## src/rtl/switch_mcu_ahb_arbiter.sv

```systemverilog
// ---------------------------------------------------------------------------
// switch_mcu_ahb_arbiter
// Shares the core's single AHB-Lite master port between instruction fetch
// (IFU, requester 0) and load/store (LSU, requester 1). LSU normally wins.
// A starvation counter forces an IFU grant after IFU_MAX_WAIT consecutive
// LSU grants while IFU waits. Each grant becomes one non-pipelined
// SINGLE/NONSEQ transfer: IDLE -> ADDR -> DATA -> IDLE.
//
// Ports
//   in_clk, in_rst          clock and synchronous active-low reset
//   in_init_done            gates new grants; does not abort a transfer
//   in_ifu_*                IFU request, address
//   out_ifu_*               IFU read data, done pulse, error flag
//   in_lsu_*                LSU request, address, write, size, store data
//   out_lsu_*               LSU read data, done pulse, error flag
//   in_hready/hresp/hrdata  AHB slave response
//   out_h*                  AHB master address/control/write data
// ---------------------------------------------------------------------------
module switch_mcu_ahb_arbiter #(
    parameter int unsigned IFU_MAX_WAIT = 4,
    parameter logic [3:0]  HPROT_IFU    = 4'b0010,
    parameter logic [3:0]  HPROT_LSU    = 4'b0011
) (
    input  logic        in_clk,
    input  logic        in_rst,
    input  logic        in_init_done,
    input  logic        in_ifu_req,
    input  logic [31:0] in_ifu_addr,
    output logic [31:0] out_ifu_rdata,
    output logic        out_ifu_done,
    output logic        out_ifu_err,
    input  logic        in_lsu_req,
    input  logic [31:0] in_lsu_addr,
    input  logic        in_lsu_write,
    input  logic [2:0]  in_lsu_size,
    input  logic [31:0] in_lsu_wdata,
    output logic [31:0] out_lsu_rdata,
    output logic        out_lsu_done,
    output logic        out_lsu_err,
    input  logic        in_hready,
    input  logic        in_hresp,
    input  logic [31:0] in_hrdata,
    output logic [31:0] out_haddr,
    output logic        out_hwrite,
    output logic [3:0]  out_hsize,
    output logic [3:0]  out_hport,
    output logic [2:0]  out_hburst,
    output logic [1:0]  out_htrans,
    output logic        out_hmastlock,
    output logic [31:0] out_hwdata
);

    localparam logic [1:0] ST_IDLE       = 2'b00;
    localparam logic [1:0] ST_ADDR       = 2'b01;
    localparam logic [1:0] ST_DATA       = 2'b10;

    localparam logic [1:0] OWN_NONE      = 2'b00;
    localparam logic [1:0] OWN_IFU       = 2'b01;
    localparam logic [1:0] OWN_LSU       = 2'b10;

    localparam logic [1:0] HTRANS_IDLE   = 2'b00;
    localparam logic [1:0] HTRANS_NONSEQ = 2'b10;

    localparam logic [3:0] MAX_WAIT      = IFU_MAX_WAIT[3:0];

    logic [1:0]  state_r;
    logic [1:0]  owner_r;
    logic [3:0]  wait_cnt_r;
    logic [31:0] wdata_r;
    logic        grant_ifu_s;
    logic        grant_lsu_s;

    // Burst type and bus locking are never used by this master.
    assign out_hburst    = 3'b000;
    assign out_hmastlock = 1'b0;

    // Arbitration: only evaluated in IDLE with init complete; LSU priority
    // unless IFU has waited through MAX_WAIT LSU grants.
    always_comb begin
        grant_ifu_s = 1'b0;
        grant_lsu_s = 1'b0;
        if ((state_r == ST_IDLE) && in_init_done) begin
            if (in_ifu_req && in_lsu_req) begin
                if (wait_cnt_r == MAX_WAIT) begin
                    grant_ifu_s = 1'b1;
                end else begin
                    grant_lsu_s = 1'b1;
                end
            end else if (in_ifu_req) begin
                grant_ifu_s = 1'b1;
            end else if (in_lsu_req) begin
                grant_lsu_s = 1'b1;
            end else begin
                grant_ifu_s = 1'b0;
            end
        end else begin
            grant_ifu_s = 1'b0;
        end
    end

    // IFU starvation counter: counts LSU grants won over a pending IFU.
    always_ff @(posedge in_clk) begin
        if (!in_rst) begin
            wait_cnt_r <= 4'd0;
        end else if (!in_ifu_req || grant_ifu_s) begin
            wait_cnt_r <= 4'd0;
        end else if (grant_lsu_s && (wait_cnt_r != MAX_WAIT)) begin
            wait_cnt_r <= wait_cnt_r + 4'd1;
        end else begin
            wait_cnt_r <= wait_cnt_r;
        end
    end

    // Transfer sequencer: latches the winner at grant, drives the address
    // phase, then the data phase, and returns the response to the owner.
    always_ff @(posedge in_clk) begin
        if (!in_rst) begin
            state_r       <= ST_IDLE;
            owner_r       <= OWN_NONE;
            wdata_r       <= 32'h0000_0000;
            out_htrans    <= HTRANS_IDLE;
            out_haddr     <= 32'h0000_0000;
            out_hwrite    <= 1'b0;
            out_hsize     <= 4'd0;
            out_hport     <= 4'd0;
            out_hwdata    <= 32'h0000_0000;
            out_ifu_rdata <= 32'h0000_0000;
            out_ifu_done  <= 1'b0;
            out_ifu_err   <= 1'b0;
            out_lsu_rdata <= 32'h0000_0000;
            out_lsu_done  <= 1'b0;
            out_lsu_err   <= 1'b0;
        end else begin
            // Done/err are single-cycle pulses unless set below.
            out_ifu_done <= 1'b0;
            out_ifu_err  <= 1'b0;
            out_lsu_done <= 1'b0;
            out_lsu_err  <= 1'b0;
            case (state_r)
                ST_IDLE: begin
                    if (grant_ifu_s) begin
                        state_r    <= ST_ADDR;
                        owner_r    <= OWN_IFU;
                        out_htrans <= HTRANS_NONSEQ;
                        out_haddr  <= in_ifu_addr;
                        out_hwrite <= 1'b0;
                        out_hsize  <= 4'b0010;
                        out_hport  <= HPROT_IFU;
                        wdata_r    <= 32'h0000_0000;
                    end else if (grant_lsu_s) begin
                        state_r    <= ST_ADDR;
                        owner_r    <= OWN_LSU;
                        out_htrans <= HTRANS_NONSEQ;
                        out_haddr  <= in_lsu_addr;
                        out_hwrite <= in_lsu_write;
                        out_hsize  <= {1'b0, in_lsu_size};
                        out_hport  <= HPROT_LSU;
                        // Reads put zero on HWDATA during the data phase.
                        wdata_r    <= in_lsu_write ? in_lsu_wdata : 32'h0000_0000;
                    end else begin
                        state_r    <= ST_IDLE;
                        out_htrans <= HTRANS_IDLE;
                    end
                end
                ST_ADDR: begin
                    if (in_hready) begin
                        state_r    <= ST_DATA;
                        out_htrans <= HTRANS_IDLE;
                        out_hwdata <= wdata_r;
                    end else begin
                        state_r    <= ST_ADDR;
                    end
                end
                ST_DATA: begin
                    // HRESP is only sampled with HREADY, so the first cycle
                    // of a two-cycle ERROR response is naturally ignored.
                    if (in_hready) begin
                        state_r    <= ST_IDLE;
                        owner_r    <= OWN_NONE;
                        out_hwdata <= 32'h0000_0000;
                        case (owner_r)
                            OWN_IFU: begin
                                out_ifu_rdata <= in_hrdata;
                                out_ifu_done  <= 1'b1;
                                out_ifu_err   <= in_hresp;
                            end
                            OWN_LSU: begin
                                out_lsu_rdata <= in_hrdata;
                                out_lsu_done  <= 1'b1;
                                out_lsu_err   <= in_hresp;
                            end
                            default: begin
                                out_ifu_done  <= 1'b0;
                                out_lsu_done  <= 1'b0;
                            end
                        endcase
                    end else begin
                        state_r <= ST_DATA;
                    end
                end
                default: begin
                    state_r    <= ST_IDLE;
                    owner_r    <= OWN_NONE;
                    out_htrans <= HTRANS_IDLE;
                end
            endcase
        end
    end

endmodule

```

## config.mk

```make
export PLATFORM = sky130hd
export DESIGN_NAME = switch_mcu_ahb_arbiter
export DESIGN_NICKNAME = d
export VERILOG_FILES = /design/src/rtl/switch_mcu_ahb_arbiter.sv
export SDC_FILE = /design/constraint.sdc
export NUM_CORES = 1
export LEC_CHECK = 0
export BUFFER_PORTS_ARGS = -buffer_cell sky130_fd_sc_hd__buf_2
export CORE_MARGIN = 4
export CORE_UTILIZATION = 45
export DETAILED_ROUTE_END_ITERATION = 12
export PLACE_DENSITY = 0.75
export RECOVER_POWER = 50
export SLEW_MARGIN = 0
export SYNTH_ARGS = -nofsm -noshare
export SYNTH_HDL_FRONTEND = slang
export SYNTH_SLANG_ARGS = --single-unit
```

## constraint.sdc

```tcl
create_clock -name in_clk -period 2.5 [get_ports in_clk]
set_clock_uncertainty 0.2 [all_clocks]
set_input_delay 0.5 -clock in_clk [delete_from_list [all_inputs] [get_ports in_clk]]
set_output_delay 0.5 -clock in_clk [all_outputs]
set_load 0.01 [all_outputs]
```

Yosys cells after proc, flatten, opt, wreduce, memory -nomap -nowiden:

Cells that the tools add are included.

* register bits: 183
* input port bits: 139
* output and inout port bits: 147
* word-level logic and storage cells: 84

* add/subtract/negate cells: 1
* eq/ne operators: 9
* multiplexer cells: 37
* bitwise gates (word level): 3
* reduce and logical (&&, ||, !) cells: 18

Operators with widths (number)
* $mux W32: 7
* $pmux W32 S2: 1
* $pmux W2 S3: 3
* $mux W4: 4
* $mux W1: 15
* $reduce_and A3 Y1: 5
* $mux W2: 7
* $reduce_and A4 Y1: 2
* $add A4 B1 Y4 const B: 1
* $eq A2 B1 Y1 const B: 2
* $eq A2 B2 Y1 const B: 2
* $eq A4 B3 Y1 const B: 1
* $ne A2 B2 Y1 const B: 2
* $ne A4 B3 Y1 const B: 1
* $reduce_and A2 Y1: 2
* $reduce_bool A2 Y1: 2
* $logic_and A1 B1 Y1: 3
* $ne A3 B3 Y1 const B: 1
* $not A1 Y1: 3
* $logic_not A2 Y1: 1
* $reduce_or A2 Y1: 1
* $logic_not A1 Y1: 1
* $logic_or A1 B1 Y1: 1

Logic depth before layout (Yosys ltp):

Gate-level depths: netlist (run 1).

* depth in word-level cells: 7
* depth in mapped cells: 8
* gate-level depth less buffers: 6

Least setup slack after synthesis (run 1):

Ideal clock, no wire load.

* path type: in2reg
* start: in in_init_done
* end: reg wdata_r[10]
* setup time: 117 ps
* arrival time: 1567 ps
* required time: 2183 ps
* setup slack: 616 ps
* stages on the path: 6
* buffers on the path: 2
* cell sequence: nor3b_4 o21ai_1 and2_1 clkbuf_1 buf_2 a22o_1

* cells in the longest elaborated chain, start to end: 4
* elaborated cells on any way between the ends: 6
* those cells by class: 3 x mux; 3 x reduce/logical

RTL lines
* start: declaration: RTL line 26 `input logic in_init_done,`
* $logic_and A1 B1 Y1 *: RTL line 82 `if ((state_r == ST_IDLE) && in_init_done) begin`
* $mux W1: RTL line 82
* $reduce_bool A2 Y1 (no line)
* $reduce_and A2 Y1 (no line)
* end signal: assignment: RTL line 159 `wdata_r <= in_lsu_write ? in_lsu_wdata : 32'h0000_0000;`
* end: declaration: RTL line 69 `logic [31:0] wdata_r;`

Mark *: on every way between the ends. The rest lies on a longest branch, timed or not.
A chain may end at the register's enable or synchronous reset.

Worst setup path in the final report (run 1):

* start: reg state_r[1]
* end: reg out_hsize[2]

* cells in the longest elaborated chain, start to end: 5
* elaborated cells on any way between the ends: 7
* those cells by class: 3 x mux; 4 x reduce/logical

RTL lines
* start: declaration: RTL line 66 `logic [1:0] state_r;`
* start signal: assignment: RTL line 118 `state_r <= ST_IDLE;`
* start signal: assignment: RTL line 142 `state_r <= ST_ADDR;`
* start signal: assignment: RTL line 151 `state_r <= ST_ADDR;`
* $logic_not A2 Y1 *: RTL line 82, 139
* $logic_and A1 B1 Y1: RTL line 82
* $mux W1: RTL line 82
* $reduce_bool A2 Y1 (no line)
* $reduce_and A2 Y1 (no line)
* end signal: assignment: RTL line 156 `out_hsize <= {1'b0, in_lsu_size};`
* end: declaration: RTL line 45 `output logic [3:0] out_hsize,`

Marked as above.

==> results of run 1 <==
-- cells by family (layout without fill, tap and decap cells) --
kind of cell | Yosys count | after routing | share of synthesized area
multiplexers | 1 | 1 | 0.001505
adder cells (fa/ha/maj) | 2 | 2 | 0.003761
buffers and inverters | 69 | 328 | 0.05040
AO/OA/AOI/OAI | 243 | 243 | 0.2424
other | 1 | 8 | 0.0005637
AND/OR/NAND/NOR | 231 | 231 | 0.1587
flip-flops | 179 | 179 | 0.5387
XOR/XNOR | 3 | 3 | 0.003950
-- metal layers --
metal | vias up | wire (um)
met2 | 239 | 9211
met1 | 2811 | 7613
met3 | 24 | 1540
met4 | 0 | 346
li1 | 2987 | -
met5 | - | 0
-- power by group --
group          internal, uW  total, uW  leakage [uW]  switching, uW
Clock                  1490       2630      0.000281           1140
Combinational           212        499       0.00161            288
Sequential             2930       2980       0.00145           47.4
-- state kept, by name, summed over array words and instances, names as in the netlist --
name,flops
out_ifu_rdata,32
state_r,2
out_haddr,32
out_hwrite,1
out_hport,2
owner_r,2
out_lsu_err,1
out_lsu_done,1
wdata_r,32
out_ifu_done,1
out_ifu_err,1
out_lsu_rdata,32
out_hwdata,32
out_htrans,1
wait_cnt_r,4
out_hsize,3
-- stage by stage --
step	utilization	worst slack [ps]	total power, uW	instance area (um2)
4_1_cts	0.6018	427.4	6187	8746
2_1_floorplan	-	616.1	3310	6679
6_report	0.5882	276.8	6105	8549
5_1_grt	0.5882	183.2	6352	8549
3_5_place_dp	0.5617	295.8	3558	8164
3_3_place_gp	0.5617	358.9	3553	8164
-- worst reg2reg max path, stage by stage (launching register included) --
cell and delay, ps:
dfxtp_1 360, nor3b_1 280, buf_4 210, o21ai_0 110, clkbuf_2 500, a22oi_1 360, nor2b_1 80
-- path summary, 6_finish.rpt --
check	start	end	slack, ps	depth (start not counted)
worst max-delay path	state_r[1]	out_hsize[2]	280	6
worst min-delay path	in_lsu_wdata[7]	wdata_r[7]	90	2
worst max register to register	state_r[1]	out_hsize[2]	280	6
worst min register to register	out_ifu_rdata[20]	out_ifu_rdata[20]	250	2
-- final cells by class --
type | count | area share
timing repair buffer | 293 | 0.1611
clock inverter | 13 | 0.01742
inverter | 3 | 0.001317
tap | 184 | 0.02693
multi-input combinational | 488 | 0.3234
clock buffer | 19 | 0.05064
sequential | 179 | 0.4191
-- placed cells by master, fill, tap and decap left out, types with 3 or more instances in the layout --
| master | synthesis | layout |
|---|---|---|
| dfxtp_1 | 179 | 179 |
| nand2_1 | 161 | 161 |
| clkbuf_1 | 38 | 141 |
| buf_2 | 16 | 137 |
| a21oi_1 | 66 | 66 |
| a21boi_0 | 55 | 55 |
| nor2b_1 | 40 | 40 |
| o21ai_0 | 35 | 36 |
| a22oi_1 | 35 | 35 |
| a22o_1 | 32 | 32 |
| clkbuf_16 | 0 | 17 |
| a21boi_1 | 12 | 12 |
| buf_4 | 9 | 10 |
| conb_1 | 1 | 8 |
| nor2_1 | 7 | 7 |
| nand3_1 | 5 | 5 |
| inv_6 | 0 | 4 |
| buf_12 | 0 | 4 |
| inv_1 | 3 | 3 |
| o21a_1 | 3 | 3 |
| and3_1 | 3 | 3 |
| and2_1 | 4 | 3 |
| clkbuf_2 | 0 | 3 |
==> flow_metrics.tcl, run 1 <==
set metrics [dict create \
    post_cts_resized 0 \
    leakage_uw 0.003343 \
    dr.pass1.iters 5 \
    ys_seq_area_frac 0.5386 \
    syn_area_um2 6653 \
    ios 286 \
    regArea_um2 3583 \
    critPathCaptureType "flip-flop" \
    power_density_nw_per_um2 714.1 \
    required_ps 2610 \
    vias_per_cell 5.141 \
    hold_viol_final 0 \
    num-nets-final 1123 \
    drcViolationCount 0 \
    fin_crit_sh 0.8893 \
    antenna_found_initial 0 \
    die_area_um2 16790 \
    syn-mean-instance-area_um2 9.126 \
    grt_use_total 0.2162 \
    dp_hpwl_mm 12.78 \
    min_path_type "in -> reg" \
    slowest_delay_ps 500 \
    worstMarginPinSlew_ps 842.8 \
    ys_async_sr_fraction 0 \
    post_cts_buffers 0 \
    grt_use_met2 0.3600 \
    finalSetupTns_ps 0 \
    relSlewSlack 0.4381 \
    grt_pass1_vias 5781 \
    drive_gt1_frac 0.1910 \
    rsz0062_at_grt "false" \
    vias 6061 \
    setup_viol 0 \
    wl_per_cell_um 15.87 \
    gp_congestion 0.8019 \
    grtUsageMet1 0.2664 \
    die_height_um 129.6 \
    critPathBufInv 2 \
    htree_levels 4 \
    die_w_um 129.6 \
    multi_input_area_um2 2765 \
    synth.area.top_cells "dfxtp_1 (54%), nand2_1 (9.1%), a21boi_0 (6.2%), a21oi_1 (5.0%), a22o_1 (4.2%)" \
    overflow 0 \
    status "finished, final reports clean" \
    core-area_um2 14530 \
    routed_wl_mm 18.71 \
    worst_hold_slack_ps 88.09 \
    antenna_cells 0 \
    cts_made_buffers 17 \
    synth_top_flop_cell "dfxtp_1" \
    clkLatencyLatePin_ps 420 \
    synth_most_common_cell "dfxtp_1" \
    busiest_layer "met2" \
    cp_top_family "buffers and inverters" \
    fmax_mhz 449.8 \
    cts_hold_buffers 0 \
    maxSlewViolCount 0 \
    worstPathArrival_ps 2330 \
    worstSetupPathType "reg -> reg" \
    grt_max_degree 88 \
    start_kind "flip-flop" \
    period_needed_ps 2223 \
    drt_iter0_markers 374 \
    cts_buffer_depth 2 \
    syn_inst 729 \
    cts.clk_slew.worst_paths_ps 70 \
    n_fill_cell 1384 \
    synth_edf_count 0 \
    synth_commonest_cells "dfxtp_1 (179), nand2_1 (161), a21oi_1 (66)" \
    rows 44 \
    clock_sinks 179 \
    synth_cell_types 35 \
    drv_cap 0 \
    ys_warn_count 0 \
    antenna_left 0 \
    fin_cells 1179 \
    synth_top_cell_area_share 0.5386 \
    use_met3 0.06348 \
    grt_pass1_wl_mm 29.01 \
    worstPathCellList "nor3b_1 > buf_4 > o21ai_0 > clkbuf_2 > a22oi_1 > nor2b_1" \
    synthToLayoutAreaGrowth_pct 28.51 \
    post-place-cells 1147 \
    ir_drop_mv 0.5185 \
    crit_path_top_delay_cell "clkbuf_2" \
    synth_seq_cells 179 \
    worstPathMaxFanout 39 \
    root_buffer "clkbuf_16" \
    portBuffers 277 \
    start_util 0.4577 \
    yosysTopAreaCell "dfxtp_1" \
    cts_tree "built" \
]
Power figures use the tool's default switching activity.
==> run 2: changes to the inputs <==
--- a/config.mk
+++ b/config.mk
@@ -7,4 +7,5 @@
 export LEC_CHECK = 0
 export BUFFER_PORTS_ARGS = -buffer_cell sky130_fd_sc_hd__buf_2
+export CAP_MARGIN = 25
 export CORE_MARGIN = 4
 export CORE_UTILIZATION = 45
==> constraint.sdc (replaced) <==
create_clock -name in_clk -period 2.5 [get_ports in_clk]
set_clock_uncertainty 0.2 [all_clocks]
set_input_delay 0.375 -clock in_clk [delete_from_list [all_inputs] [get_ports in_clk]]
set_output_delay 0.375 -clock in_clk [all_outputs]
set_load 0.01 [all_outputs]
==> flow_metrics.tcl, run 2 (synthesis gave the netlist of run 1 again) <==
set metrics [dict create \
    die_area_um2 16790 \
    critPathCaptureType "flip-flop" \
    layout_commonest_cell "dfxtp_1" \
    synthToLayoutAreaGrowth_pct 39.46 \
    start_util 0.4577 \
    cts_buffer_depth 2 \
    root_buffer "clkbuf_16" \
    setup.worst_path.start "state_r[1]" \
    regArea_um2 3583 \
    worstPathArrival_ps 2290 \
    grt_pass1_wl_mm 30.62 \
    maxSlewViolCount 0 \
    drive_gt1_frac 0.1799 \
    portBuffers 277 \
    setup_viol 0 \
    drt_iter0_markers 427 \
    power_density_nw_per_um2 684.9 \
    grt_pass1_vias 6065 \
    drcViolationCount 0 \
    rows 44 \
    post_cts_buffers 0 \
    start_kind "flip-flop" \
    finalSetupTns_ps 0 \
    hold_viol_final 0 \
    fin_cells 1251 \
    m1WireLength_mm 8.148 \
    grt_use_total 0.2291 \
    wl_per_cell_um 16.17 \
    die_w_um 129.6 \
    worstPathMaxFanout 33 \
    multi_input_area_um2 2776 \
    htree_levels 4 \
    gp_congestion 0.7754 \
    overflow 0 \
    die_height_um 129.6 \
    grt_max_degree 78 \
    post_cts_resized 0 \
    wl_met2_mm 9.968 \
    r2r-start "state_r[1]" \
    ios 286 \
    status "finished, final reports clean" \
    period_needed_ps 2182 \
    cts_made_buffers 17 \
    vias 6411 \
    rsz0062_at_grt "false" \
    relSlewSlack 0.4120 \
    top_layer "met4" \
    clkLatencyLatePin_ps 420 \
    ir_drop_mv 0.5074 \
    core-area_um2 14530 \
    num-nets-final 1195 \
    n_fill_cell 1287 \
    antenna_found_initial 0 \
    cts.clk_slew.worst_paths_ps 70 \
    final_cell_mix "dfxtp_1 (179), nand2_1 (161), clkbuf_1 (139)" \
    worst_hold_slack_ps 12.87 \
    antenna_cells 0 \
    min_path_type "in -> reg" \
    drv_cap 0 \
    antenna_left 0 \
    hold_start "in_lsu_addr[8]" \
    required_ps 2600 \
    fin_crit_sh 0.8729 \
    post-place-cells 1146 \
    dr.pass1.iters 5 \
    leakage_uw 0.003666 \
    worstSetupPathType "reg -> reg" \
    worstMarginPinSlew_ps 882.0 \
    routed_wl_mm 20.23 \
    fmax_mhz 458.3 \
    dr_wl_met3_mm 1.654 \
    cts_tree "built" \
    dp_hpwl_mm 12.70 \
    clock_sinks 179 \
    vias_per_cell 5.125 \
]
[run 2: cell types whose count changed in the layout (fill, tap and decap cells not counted), moves of 2 or more]
cell	before	now
clkinvlp_4	2	0
buf_12	4	1
buf_4	10	12
clkbuf_1	141	139
clkinv_2	2	4
dlygate4sd3_1	0	73
[run 2: layout make-up]
type | instances | area share
clock buffer | 18 | 0.04734
clock inverter | 14 | 0.01875
inverter | 3 | 0.001214
multi-input combinational | 488 | 0.2993
sequential | 179 | 0.3862
tap | 184 | 0.02481
timing repair buffer | 365 | 0.2224
[run 2: path summary, 6_finish.rpt]
| check | end | slack (ps) | cells after the start |
|---|---|---|---|
| max reg2reg | out_lsu_rdata[21] | 320 | 4 |
| min | out_haddr[8] | 10 | 3 |
| min reg2reg | out_lsu_rdata[23] | 250 | 2 |
| max | out_lsu_rdata[21] | 320 | 4 |
[run 2: repair_timing]
action | in CTS | in global routing
endpoints found under the hold margin | 76 | 0
hold buffers | 73 | 0
endpoints found under the setup margin | 0 | 0
[run 2: worst max-delay path, stage by stage (launching register included)]
cell and delay, ps:
dfxtp_1 460, nand3b_1 260, or3b_2 840, nand2_1 190, a21boi_0 90
[run 2: layer usage]
| layer | global-route usage | vias to the layer above |
|---|---|---|
| li1 | - | 3126 |
| met1 | 0.2716 | 2962 |
| met4 | 0.06968 | 0 |
| met5 | 0 | - |
| met2 | 0.4028 | 288 |
| met3 | 0.06472 | 35 |
[run 2: stage by stage]
| step | area (um2) | total power, uW | setup WS, ps | util |
|---|---|---|---|---|
| after CTS | 9463 | 6398 | 320.7 | 0.6511 |
| final | 9278 | 6354 | 317.9 | 0.6383 |
| after global placement | 8119 | 3553 | 325.5 | 0.5586 |
| after floorplan | 6679 | 3310 | 645.4 | - |
| after global routing | 9278 | 6573 | 187.9 | 0.6383 |
| after detailed placement | 8119 | 3557 | 315.9 | 0.5586 |
[run 2: where the power goes]
part	switching, uW	total [uW]	internal (uW)
clock	1150	2770	1620
combinational	317	603	287
sequential	49.7	2980	2930
==> run 3: changes to the inputs <==
RECOVER_POWER = 25   (was 50)
==> flow_metrics.tcl, run 3 (synthesis gave the netlist of run 1 again) <==
set metrics [dict create \
    cts_hold_buffers 73 \
    synthToLayoutAreaGrowth_pct 40.76 \
    leakage_uw 0.003921 \
    hold_viol_final 0 \
    maxSlewViolCount 0 \
    setup_viol 0 \
    start_kind "flip-flop" \
    worstSetupPathType "reg -> reg" \
    status "finished, final reports clean" \
    use_met3 0.06472 \
    clock_sinks 179 \
    power_density_nw_per_um2 680.5 \
    antenna_found_initial 0 \
    cts_tree "built" \
    grt_pass1_vias 6065 \
    grt_pass1_wl_mm 30.62 \
    grt_max_degree 78 \
    placed_area_um2 8119 \
    overflow 0 \
    portBuffers 277 \
    drt_iter0_markers 399 \
    n_fill_cell 1246 \
    crit_path_top_delay_cell "or3b_2" \
    layout_commonest_cell "buf_2" \
    design_area_um2 9364 \
    post-place-ws_ps 315.9 \
    ios 286 \
    die_area_um2 16790 \
    worstMarginPinSlew_ps 794.1 \
    grtUsageMet1 0.2716 \
    critPathCaptureType "flip-flop" \
    die_height_um 129.6 \
    dr.pass1.iters 5 \
    antenna_left 0 \
    min_path_type "in -> reg" \
    fin_cells 1251 \
    clkLatencyLatePin_ps 420 \
    post_cts_resized 0 \
    fin_crit_sh 0.8715 \
    final_cell_mix "buf_2 (197), dfxtp_1 (179), nand2_1 (161)" \
    rows 44 \
    post-place-cells 1146 \
    relSlewSlack 0.4706 \
    rsz0062_at_grt "false" \
    required_ps 2600 \
    routed_wl_mm 20.22 \
    slowest_delay_ps 830 \
    htree_levels 4 \
    num-nets-final 1195 \
    drive_gt1_frac 0.2371 \
    fmax_mhz 459.0 \
    drv_cap 0 \
    drcViolationCount 0 \
    vias_per_cell 5.159 \
    antenna_cells 0 \
    dp_hpwl_mm 12.70 \
    worstPathCellList "nand3b_1 > or3b_2 > nand2_1 > a21boi_0" \
    die_w_um 129.6 \
    busiest_layer "met2" \
    period_needed_ps 2179 \
    worstPathMaxFanout 33 \
    cts.clk_slew.worst_paths_ps 70 \
    finalSetupTns_ps 0 \
    gp_congestion 0.7754 \
    root_buffer "clkbuf_16" \
    core-area_um2 14530 \
    vias 6454 \
    post_cts_buffers 0 \
    wl_per_cell_um 16.16 \
    grt_use_met2 0.4028 \
    ir_drop_mv 0.5170 \
    start_util 0.4577 \
    cts_made_buffers 17 \
    worstPathArrival_ps 2280 \
    fin_ws_ps 321.3 \
    grt_use_total 0.2291 \
    cts_buffer_depth 2 \
]
-- run 3: cell types whose count changed in the layout (fill, tap and decap cells not counted), sizes merged --
cell,change
buf,+63
clkbuf,-63
-- run 3: worst paths after layout --
check,slack [ps],from,endpoint,cells after the start
min reg2reg,250,out_lsu_rdata[23],out_lsu_rdata[23],2
max,320,state_r[1],out_lsu_rdata[21],4
min,10,in_hrdata[26],out_lsu_rdata[26],3
max reg2reg,320,state_r[1],out_lsu_rdata[21],4
-- run 3: final cells by class --
| cell class | instances | area [um2] | share of cell area |
|---|---|---|---|
| Clock buffer | 18 | 439.2 | 0.04690 |
| Clock inverter | 14 | 173.9 | 0.01857 |
| Inverter | 3 | 11.26 | 0.001203 |
| Multi-Input combinational cell | 488 | 2780 | 0.2969 |
| Sequential cell | 179 | 3583 | 0.3827 |
| Tap cell | 184 | 230.2 | 0.02459 |
| Timing Repair Buffer | 365 | 2146 | 0.2292 |
-- run 3: where the power goes --
part / internal [uW] / switching, uW / total (uW)
sequential: 2930 / 48.9 / 2980
combinational: 298 / 317 / 615
clock: 1620 / 1160 / 2780
-- run 3: stage by stage --
step	total power (uW)	utilization	hold slack, ps
4_1_cts	6398	0.6511	0.05940
5_1_grt	6585	0.6443	8.523
3_3_place_gp	3553	0.5586	238.9
3_5_place_dp	3557	0.5586	244.6
6_report	6372	0.6443	13.76
2_1_floorplan	3310	-	243.0
-- run 3: worst max-delay path, delay by kind of cell (launching register included) --
family / cells / cell delay [ps]
AND/OR/NAND/NOR: 3 / 1270
flip-flops: 1 / 460
AO/OA/AOI/OAI: 1 / 90
-- run 3: metal layers --
layer,vias up,part of all wire
li1,3125,-
met1,3005,0.41
met2,287,0.49
met3,37,0.078
met4,0,0.022
met5,-,0
